===== config.mk =====
export PLATFORM = sky130hd
export DESIGN_NAME = alu_issue_queue
export DESIGN_NICKNAME = d
export VERILOG_FILES = /design/src/rtl/alu_issue_queue.sv
export SDC_FILE = /design/constraint.sdc
export NUM_CORES = 1
export LEC_CHECK = 0
export ABC_AREA = 1
export CORE_MARGIN = 1.5
export CORE_UTILIZATION = 55
export CTS_CLUSTER_DIAMETER = 100
export CTS_CLUSTER_SIZE = 8
export DETAILED_ROUTE_END_ITERATION = 7
export PLACE_DENSITY = 0.87
export SETUP_SLACK_MARGIN = 0.1
export SLEW_MARGIN = 20
export SYNTH_ARGS = -nofsm -noshare
export SYNTH_HDL_FRONTEND = slang
export SYNTH_SLANG_ARGS = --single-unit

===== constraint.sdc =====
create_clock -name clk -period 10.9 [get_ports clk]
set_clock_uncertainty 0.05 [all_clocks]
set_input_delay 2.18 -clock clk [delete_from_list [all_inputs] [get_ports clk]]
set_output_delay 2.18 -clock clk [all_outputs]
set_load 0.01 [all_outputs]

===== src/rtl/alu_issue_queue.sv =====
// ============================================================================
//  Module      : alu_issue_queue
//  Description : Command FIFO, registered ALU issue slot and registered result
//                slot with result chaining for the 32-bit ALU datapath.
//  Revision    : 1.0 - initial release
// ============================================================================
`default_nettype none

module alu_issue_queue #(
    parameter int DATA_W = 32,
    parameter int OP_W   = 4,
    parameter int DEPTH  = 4
) (
    input  logic                     clk,
    input  logic                     rst,
    input  logic                     in_valid,
    output logic                     in_ready,
    input  logic [DATA_W-1:0]        in_a,
    input  logic [DATA_W-1:0]        in_b,
    input  logic [OP_W-1:0]          in_op,
    input  logic                     in_chain,
    output logic [DATA_W-1:0]        alu_a,
    output logic [DATA_W-1:0]        alu_b,
    output logic [OP_W-1:0]          alu_op,
    input  logic [DATA_W-1:0]        alu_y,
    input  logic                     alu_carry,
    output logic                     out_valid,
    input  logic                     out_ready,
    output logic [DATA_W-1:0]        out_y,
    output logic                     out_carry,
    output logic                     out_zero,
    output logic [$clog2(DEPTH):0]   count,
    output logic                     busy
);

    localparam int              c_AW      = $clog2(DEPTH);
    localparam int              c_CW      = c_AW + 1;
    localparam logic [c_CW-1:0] c_FULL    = c_CW'(DEPTH);
    localparam logic [c_CW-1:0] c_CNT_ONE = c_CW'(1);
    localparam logic [c_AW-1:0] c_PTR_ONE = c_AW'(1);

    logic [DATA_W-1:0] r_mem_a     [DEPTH];
    logic [DATA_W-1:0] r_mem_b     [DEPTH];
    logic [OP_W-1:0]   r_mem_op    [DEPTH];
    logic              r_mem_chain [DEPTH];

    logic [c_AW-1:0]   r_wr_ptr;
    logic [c_AW-1:0]   r_rd_ptr;
    logic [c_CW-1:0]   r_count;

    logic              r_issue_valid;
    logic [DATA_W-1:0] r_issue_a;
    logic [DATA_W-1:0] r_issue_b;
    logic [OP_W-1:0]   r_issue_op;

    logic              r_out_valid;
    logic [DATA_W-1:0] r_out_y;
    logic              r_out_carry;
    logic [DATA_W-1:0] r_last_y;

    logic              w_full;
    logic              w_push;
    logic              w_cap;
    logic              w_pop;
    logic [DATA_W-1:0] w_prev_y;

    assign w_full = (r_count == c_FULL);
    assign w_push = in_valid && !w_full;
    assign w_cap  = r_issue_valid && (!r_out_valid || out_ready);
    assign w_pop  = (r_count != '0) && (!r_issue_valid || w_cap);

    // Result that precedes the command being popped: the one captured this edge, if any.
    assign w_prev_y = w_cap ? alu_y : r_last_y;

    always_ff @(posedge clk) begin
        if (w_push) begin
            r_mem_a[r_wr_ptr]     <= in_a;
            r_mem_b[r_wr_ptr]     <= in_b;
            r_mem_op[r_wr_ptr]    <= in_op;
            r_mem_chain[r_wr_ptr] <= in_chain;
        end
    end

    always_ff @(posedge clk) begin
        if (rst) begin
            r_wr_ptr      <= '0;
            r_rd_ptr      <= '0;
            r_count       <= '0;
            r_issue_valid <= 1'b0;
            r_issue_a     <= '0;
            r_issue_b     <= '0;
            r_issue_op    <= '0;
            r_out_valid   <= 1'b0;
            r_out_y       <= '0;
            r_out_carry   <= 1'b0;
            r_last_y      <= '0;
        end else begin
            if (w_push) begin
                r_wr_ptr <= r_wr_ptr + c_PTR_ONE;
            end
            if (w_pop) begin
                r_rd_ptr <= r_rd_ptr + c_PTR_ONE;
            end

            if (w_push && !w_pop) begin
                r_count <= r_count + c_CNT_ONE;
            end else if (w_pop && !w_push) begin
                r_count <= r_count - c_CNT_ONE;
            end

            // Chained operand is resolved on entry so alu_a stays stable while the slot holds.
            if (w_pop) begin
                r_issue_valid <= 1'b1;
                r_issue_a     <= r_mem_chain[r_rd_ptr] ? w_prev_y : r_mem_a[r_rd_ptr];
                r_issue_b     <= r_mem_b[r_rd_ptr];
                r_issue_op    <= r_mem_op[r_rd_ptr];
            end else if (w_cap) begin
                r_issue_valid <= 1'b0;
            end

            if (w_cap) begin
                r_out_valid <= 1'b1;
                r_out_y     <= alu_y;
                r_out_carry <= alu_carry;
                r_last_y    <= alu_y;
            end else if (r_out_valid && out_ready) begin
                r_out_valid <= 1'b0;
            end
        end
    end

    assign in_ready  = !w_full;
    assign alu_a     = r_issue_a;
    assign alu_b     = r_issue_b;
    assign alu_op    = r_issue_op;
    assign out_valid = r_out_valid;
    assign out_y     = r_out_y;
    assign out_carry = r_out_carry;
    assign out_zero  = (r_out_y == '0);
    assign count     = r_count;
    assign busy      = (r_count != '0) || r_issue_valid || r_out_valid;

endmodule

`default_nettype wire


==> results of run 1 <==
metrics by stage:
step	std cells	hold WS, ns	util [%]	total power [µW]	worst slack, ns
3_3_place_gp	2186	0.400	63.7	3840	5.83
2_1_floorplan	1659	0.394	-	3270	5.12
5_1_grt	2293	0.439	69.5	5880	6.13
3_5_place_dp	2186	0.408	63.7	3910	5.76
6_report	2296	0.416	69.5	5580	6.32
4_1_cts	2291	0.414	69.5	5590	6.35
worst max-delay path by stage:
stage | from | endpoint | slack (ns) | cells past startpoint
after floorplan | in_valid | r_mem_a[0][0] | 5.12 | 2
after global placement | out_ready | alu_a[16] | 5.83 | 11
after detailed placement | out_ready | alu_a[17] | 5.76 | 11
after CTS | out_ready | alu_a[17] | 6.35 | 11
after global routing | out_ready | alu_a[26] | 6.13 | 11
final | out_ready | alu_a[17] | 6.32 | 11
cells by family after synthesis:
| kind of cell | synth area share (%) |
|---|---|
| AND/OR/NAND/NOR | 18.1 |
| flip-flops | 67.4 |
| AO/OA/AOI/OAI | 7.07 |
| adder cells (fa/ha/maj) | 0.498 |
| buffers and inverters | 6.98 |
Yosys cell counts:
cell      instances  share of area (%)
nand2_2          13               0.49
clkbuf_1         26               0.59
inv_2             2              0.045
o22ai_1          36                1.4
inv_1           176                4.0
edfxtp_1        276                 50
nand2_1         356                8.1
nand4_1           2              0.075
clkbuf_2          2              0.060
buf_1             5               0.11
fa_1              1               0.12
ha_1              5               0.38
nor2_1          224                5.1
nand3_2           1              0.060
o21ai_1          25               0.75
buf_6             7               0.48
dfxtp_1         144                 17
nand3b_1          2              0.091
nand3_1         133                4.0
o21ai_0          90                2.7
clkinv_2          1              0.030
buf_4             5               0.23
or3_1             1              0.038
a21oi_1          74                2.2
nor4_1            4               0.15
buf_2            48                1.4
critical path, stage by stage:
cell	delay, ns
clkdlybuf4s50_1	0.41
inv_1	0.10
nand3_2	0.11
nand2_2	0.10
buf_4	0.43
clkinv_2	0.68
buf_4	0.56
nor2_1	0.16
nor2_1	0.06
nand2_1	0.12
inv_1	0.04
layer usage:
metal	global-route usage [%]	wire [µm]	up-vias	part of all wire, %
met5	0	11	-	0.027
met4	10.7	1040	2	2.5
met3	6.12	3680	83	8.9
met2	45.5	20300	598	49
met1	32.2	16200	5950	39
li1	-	-	5872	-
flip-flops by register name, summed over array words and instances (netlist names), named ones only:
register       count
r_mem_a          128
r_mem_b          128
alu_a             32
alu_b             32
out_y             32
r_last_y          32
r_mem_op          16
alu_op             4
r_mem_chain        4
count              3
r_rd_ptr           2
r_wr_ptr           2
out_carry          1
out_valid          1
r_issue_valid      1
cell type report:
type | instances | area [µm²] | area share, %
diodes | 5 | 12.5 | 0.0607
clock buffers | 103 | 1660 | 8.07
clock inverters | 2 | 60.1 | 0.291
inverters | 179 | 676 | 3.28
multi-input cells | 967 | 4280 | 20.8
flip-flops and latches | 420 | 11200 | 54.2
well taps | 390 | 488 | 2.37
repair buffers | 230 | 2260 | 11.0
power groups by stage:
stage               clock [µW]  sequential, µW  combinational, µW
global route              1750            2150               1990
global placement             0            2140               1700
floorplan                    0            2180               1090
finish                    1660            2130               1800
detailed placement           0            2140               1770
CTS                       1680            2120               1790
==> summary.md, run 1 <==
| Metric | Value |
|---|---|
| Final GP Congestion | roughly 0.87 |
| Final hold vios | 0 |
| Static leakage | 0.00835 µW |
| Peak fanout along the critical path | 56 |
| Vias in the first global route | about 13000 |
| Share of layout cells above drive strength 1 | 5.47% |
| Worst-skew pair later-pin latency | around 0.57 ns |
| Rows | 63 |
| Largest net degree at the start of global routing | between 70 and 80 |
| Setup tns final | 0 ns |
| Outcome | finished, final reports clean |
| First-pass iteration count of the detailed router | 5 |
| CTS tree | done |
| Most common cell after layout, fill and taps aside | nand2_1 |
| Finished Cell Area | 20600 µm² |
| DR vias/cell | around 5.4 |
| Post-CTS Setup Bufs | 0 |
| Area grow syn2layout | 24.3% |
| R2r worst-path depth | 10 |
| TritonCTS buffer count | 58 |
| WP data required | around 11 ns |
| Worst Setup Path Type | in -> reg |
| Switching power share of the total | approximately 34% |
| Synthesized Nets | 1771 |
| I/O pins | 214 |
| Die H | ~180 µm |
| ANT nets after route | 0 |
| Internal reg-to-reg setup slack | ~7.5 ns |
| Number of synthesis warnings | 0 |
| Seq/Total Area, Yosys | between 60 and 70% |
| CP startpoint kind | input port |
| P_sw | roughly 1900 µW |
| H-Tree Depth | 2 |
| Min-Delay Path Depth | 2 |
| Post-Syn Area | approximately 17000 µm² |
| Fin crit share | 42.0% |
| Mapped Cells | around 1700 |
| Vias | ~13000 |
| Initial Utilization | about 56% |
| Reg power frac | 38.1% |
| Int Pwr | 3660 µW |
| Yosys reg bits | 420 |
| Initial antenna violation count | 6 |
| Grt ovf | 0 |
| Layout fillers | slightly above 2000 |
| GRT Total Usage | a little over a quarter |
| Worst hold path type | reg -> reg |
| Hold EP | r_last_y[19] |
| Cts repair resizes | 0 |
| CTS max path bufs | 3 |
| Setup Viol. Count Final | 0 |
| Core ar. | 29600 µm² |
| First-pass GRT wire length | between 60000 and 70000 µm |
| Layout Nets | slightly below 2000 |
| Initial DRC count | between 1000 and 1500 |
| Root buffer cell | clkbuf_16 |
| Pwr/cell area | between 200 and 300 nW/µm² |
| Die Wd | 177 µm |
| Relative max-transition margin | a little under a quarter |
| Fmax | 218 MHz |
| Crit end category | flop |
| WL/cell | about 18 µm |
| Final Max Tran Viols | 0 |
| RSZ-0062 raised after global routing | no |
| Routed wire length | ~41000 µm |
| Max-Cap Viols | 0 |
| # clock sinks | 420 |
| I/O Buffers | 213 |
| Yosys cell types | 26 |
| Comb power frac | roughly a third |
| Clk pwr share | 29.7% |
| Crit path DAT | about 5.0 ns |
| Placed cell area | around 19000 µm² |
| Peak VDD IR | approximately 0.2 mV |
| Post-layout min period | between 4 and 5 ns |
| CTS Hold Bufs | 0 |
| Worst-Margin Slew | 1.14 ns |
| Clock transition at the registers of the reported paths | 0.05 ns |
| Post-DP HPWL | between 20000 and 25000 µm |
| RR Endpoint | alu_a[20] |
| Die ar. | 31200 µm² |
| Most frequent cells in the layout | nand2_1, edfxtp_1, nor2_1 |
| DRC viols | 0 |
| Syn Area/Cell | 9.99 µm² |
| Hold_sp | r_last_y[19] |
Power figures use the tool's default switching activity.
==> inputs of run 2 (changes only) <==
--- a/config.mk
+++ b/config.mk
@@ -7,11 +7,11 @@
 export LEC_CHECK = 0
 export ABC_AREA = 1
 export CORE_MARGIN = 1.5
-export CORE_UTILIZATION = 55
+export CORE_UTILIZATION = 50
 export CTS_CLUSTER_DIAMETER = 100
 export CTS_CLUSTER_SIZE = 8
 export DETAILED_ROUTE_END_ITERATION = 7
-export PLACE_DENSITY = 0.87
+export PLACE_DENSITY = 0.84
 export SETUP_SLACK_MARGIN = 0.1
 export SLEW_MARGIN = 20
 export SYNTH_ARGS = -nofsm -noshare
==> constraint.sdc (replaced) <==
create_clock -name clk -period 3.7 [get_ports clk]
set_clock_uncertainty 0.05 [all_clocks]
set_input_delay 0.74 -clock clk [delete_from_list [all_inputs] [get_ports clk]]
set_output_delay 0.74 -clock clk [all_outputs]
set_load 0.01 [all_outputs]
==> run 2 against run 1 <==
  * Cell count is 2.7% higher
  * Non-clock buffer count is 7 higher
  * Critical path depth is 6 lower
  * Combinational power grew to 3.0 times the previous value
  * First-iteration DRC count is 3.5% lower
  * Utilization is 5.9 points lower
  * Global-route usage is 2.8 points lower
  * Largest cell class unchanged
==> summary.md, run 2 (synthesis results as in run 1) <==
| Metric | Value |
|---|---|
| Die ar. | 34200 µm² (+9.8%) |
| Most frequent cells in the layout | nand2_1, edfxtp_1, nor2_1 |
| Grt ovf | 0 (unchanged) |
| Largest net degree at the start of global routing | 75 (unchanged) |
| Max-Cap Viols | 0 (unchanged) |
| Crit end category | output pin |
| Peak fanout along the critical path | 3 (-95%) |
| Post-placement cell count | 2245 (+2.7%) |
| First-pass GRT wire length | 62700 µm (-2.7%) |
| Vias | 12504 (-0.0080%) |
| Post-layout min period | 2.95 ns |
| Die Wd | 185 µm (+4.8%) |
| Peak VDD IR | 0.494 mV (+150%) |
| Setup Viol. Count Final | 0 (unchanged) |
| Pwr/cell area | 796 nW/µm² (+190%) |
| Most common cell after layout, fill and taps aside | nand2_1 |
| RSZ-0062 raised after global routing | no |
| Final Max Tran Viols | 0 (unchanged) |
| Share of layout cells above drive strength 1 | 5.87% (+0.40 points) |
| Worst Setup Path Type | reg -> out |
| Fin crit share | between 70 and 80% |
| Static leakage | 0.00840 µW (+0.59%) |
| Crit path DAT | 2.16 ns (-2.84 ns) |
| WP data required | 2.91 ns (-8.41 ns) |
| Largest regs | r_mem_a (128), r_mem_b (128) |
| Routed wire length | 41000 µm (-0.73%) |
| Vias in the first global route | 12257 (-3.3%) |
| I/O Buffers | 213 (unchanged) |
| Clock transition at the registers of the reported paths | 0.05 ns (about the same) |
| Finished Cell Area | 20800 µm² (+0.79%) |
| Final hold vios | 0 (unchanged) |
| Die H | 185 µm (+4.8%) |
| Cts repair resizes | 0 (unchanged) |
| CP startpoint kind | flop |
| Post-DP HPWL | 24100 µm (+1.8%) |
| Fmax | roughly 340 MHz |
| Rows | 66 (+4.8%) |
| Final GP Congestion | 0.811 (-6.9%) |
| I/O pins | 214 (unchanged) |
| GRT Total Usage | 23.6% (-2.8 points) |
| Layout Nets | 1975 (+0.36%) |
| Area grow syn2layout | 25.3% |
| Post-place setup slack | 0.738 ns (-5.02 ns) |
| ANT nets after route | 0 (unchanged) |
| DRC viols | 0 (unchanged) |
| Final Non-Filler Cells | 2358 (+2.7%) |
| Relative max-transition margin | 33.7% (+9.8 points) |
| Placed cell area | 19000 µm² (+0.89%) |
| Worst hold path type | reg -> reg |
| Initial DRC count | 1055 (-3.5%) |
| Root buffer cell | clkbuf_16 |
| First-pass iteration count of the detailed router | 7 (+2) |
| CTS Hold Bufs | 0 (unchanged) |
| CTS max path bufs | 3 (unchanged) |
| Core ar. | 32600 µm² (+10%) |
| CTS tree | done |
| WL/cell | 17.4 µm (-3.3%) |
| TritonCTS buffer count | 58 (unchanged) |
| Initial Utilization | 50.8% (-5.1 points) |
| Outcome | finished, final reports clean |
| Initial antenna violation count | 8 (+2) |
| Worst-skew pair later-pin latency | 0.58 ns (about the same) |
| Worst-Margin Slew | 0.994 ns (-0.147 ns) |
| Final Util | 63.7% (-5.9 points) |
| H-Tree Depth | 2 (unchanged) |
| # clock sinks | 420 (unchanged) |
| Worst setup margin | 0.748 ns (-5.57 ns) |
| DR vias/cell | 5.30 (-2.6%) |
| Post-CTS Setup Bufs | 0 (unchanged) |
| Setup tns final | 0 ns (unchanged) |
## run 2: metrics by stage
stage                     total power (µW)  hold WS [ns]
after floorplan                       9640         0.394
after global placement               11400         0.398
after detailed placement             11600         0.409
after CTS                            16600         0.416
after global routing                 17500         0.435
final                                16500         0.416
## run 2: critical path, stage by stage (launching register included)
cell and delay, ns:
dfxtp_1 0.32, nor2_1 0.26, nand4_1 0.20, nand3b_1 0.19, nor2_1 0.09, clkdlybuf4s50_1 0.53
## run 2: metal layers
| metal | share of wire, % | vias up | track usage [%] |
|---|---|---|---|
| met5 | 0.032 | - | 0 |
| met4 | 2.8 | 2 | 8.94 |
| met3 | 9.4 | 99 | 6.78 |
| met2 | 49 | 556 | 41.3 |
| met1 | 39 | 5946 | 27.5 |
| li1 | - | 5901 | - |
## run 2: path summary, 6_finish.rpt
check               startpoint           end  slack, ns  cells after the start
hold reg to reg   r_last_y[24]  r_last_y[24]       0.42                      2
setup reg to reg          flop     alu_a[17]       1.25                      9
setup / recovery      out_y[7]      out_zero       0.75                      5
hold / removal    r_last_y[24]  r_last_y[24]       0.42                      2
## run 2: final cells by class
type / count / area [µm²]
Timing Repair Buffer: 237 / 2360
Fill cell: 2433 / 11900
Clock buffer: 103 / 1660
Inverter: 179 / 674
Antenna cell: 8 / 20.0
Tap cell: 442 / 553
Clock inverter: 2 / 50.0
Sequential cell: 420 / 11200
Multi-Input combinational cell: 967 / 4280
## run 2: where the power goes
part / internal [µW] / total (µW) / switching (µW)
clock: 3000 / 4900 / 1890
combinational: 2010 / 5350 / 3350
sequential: 5840 / 6280 / 437
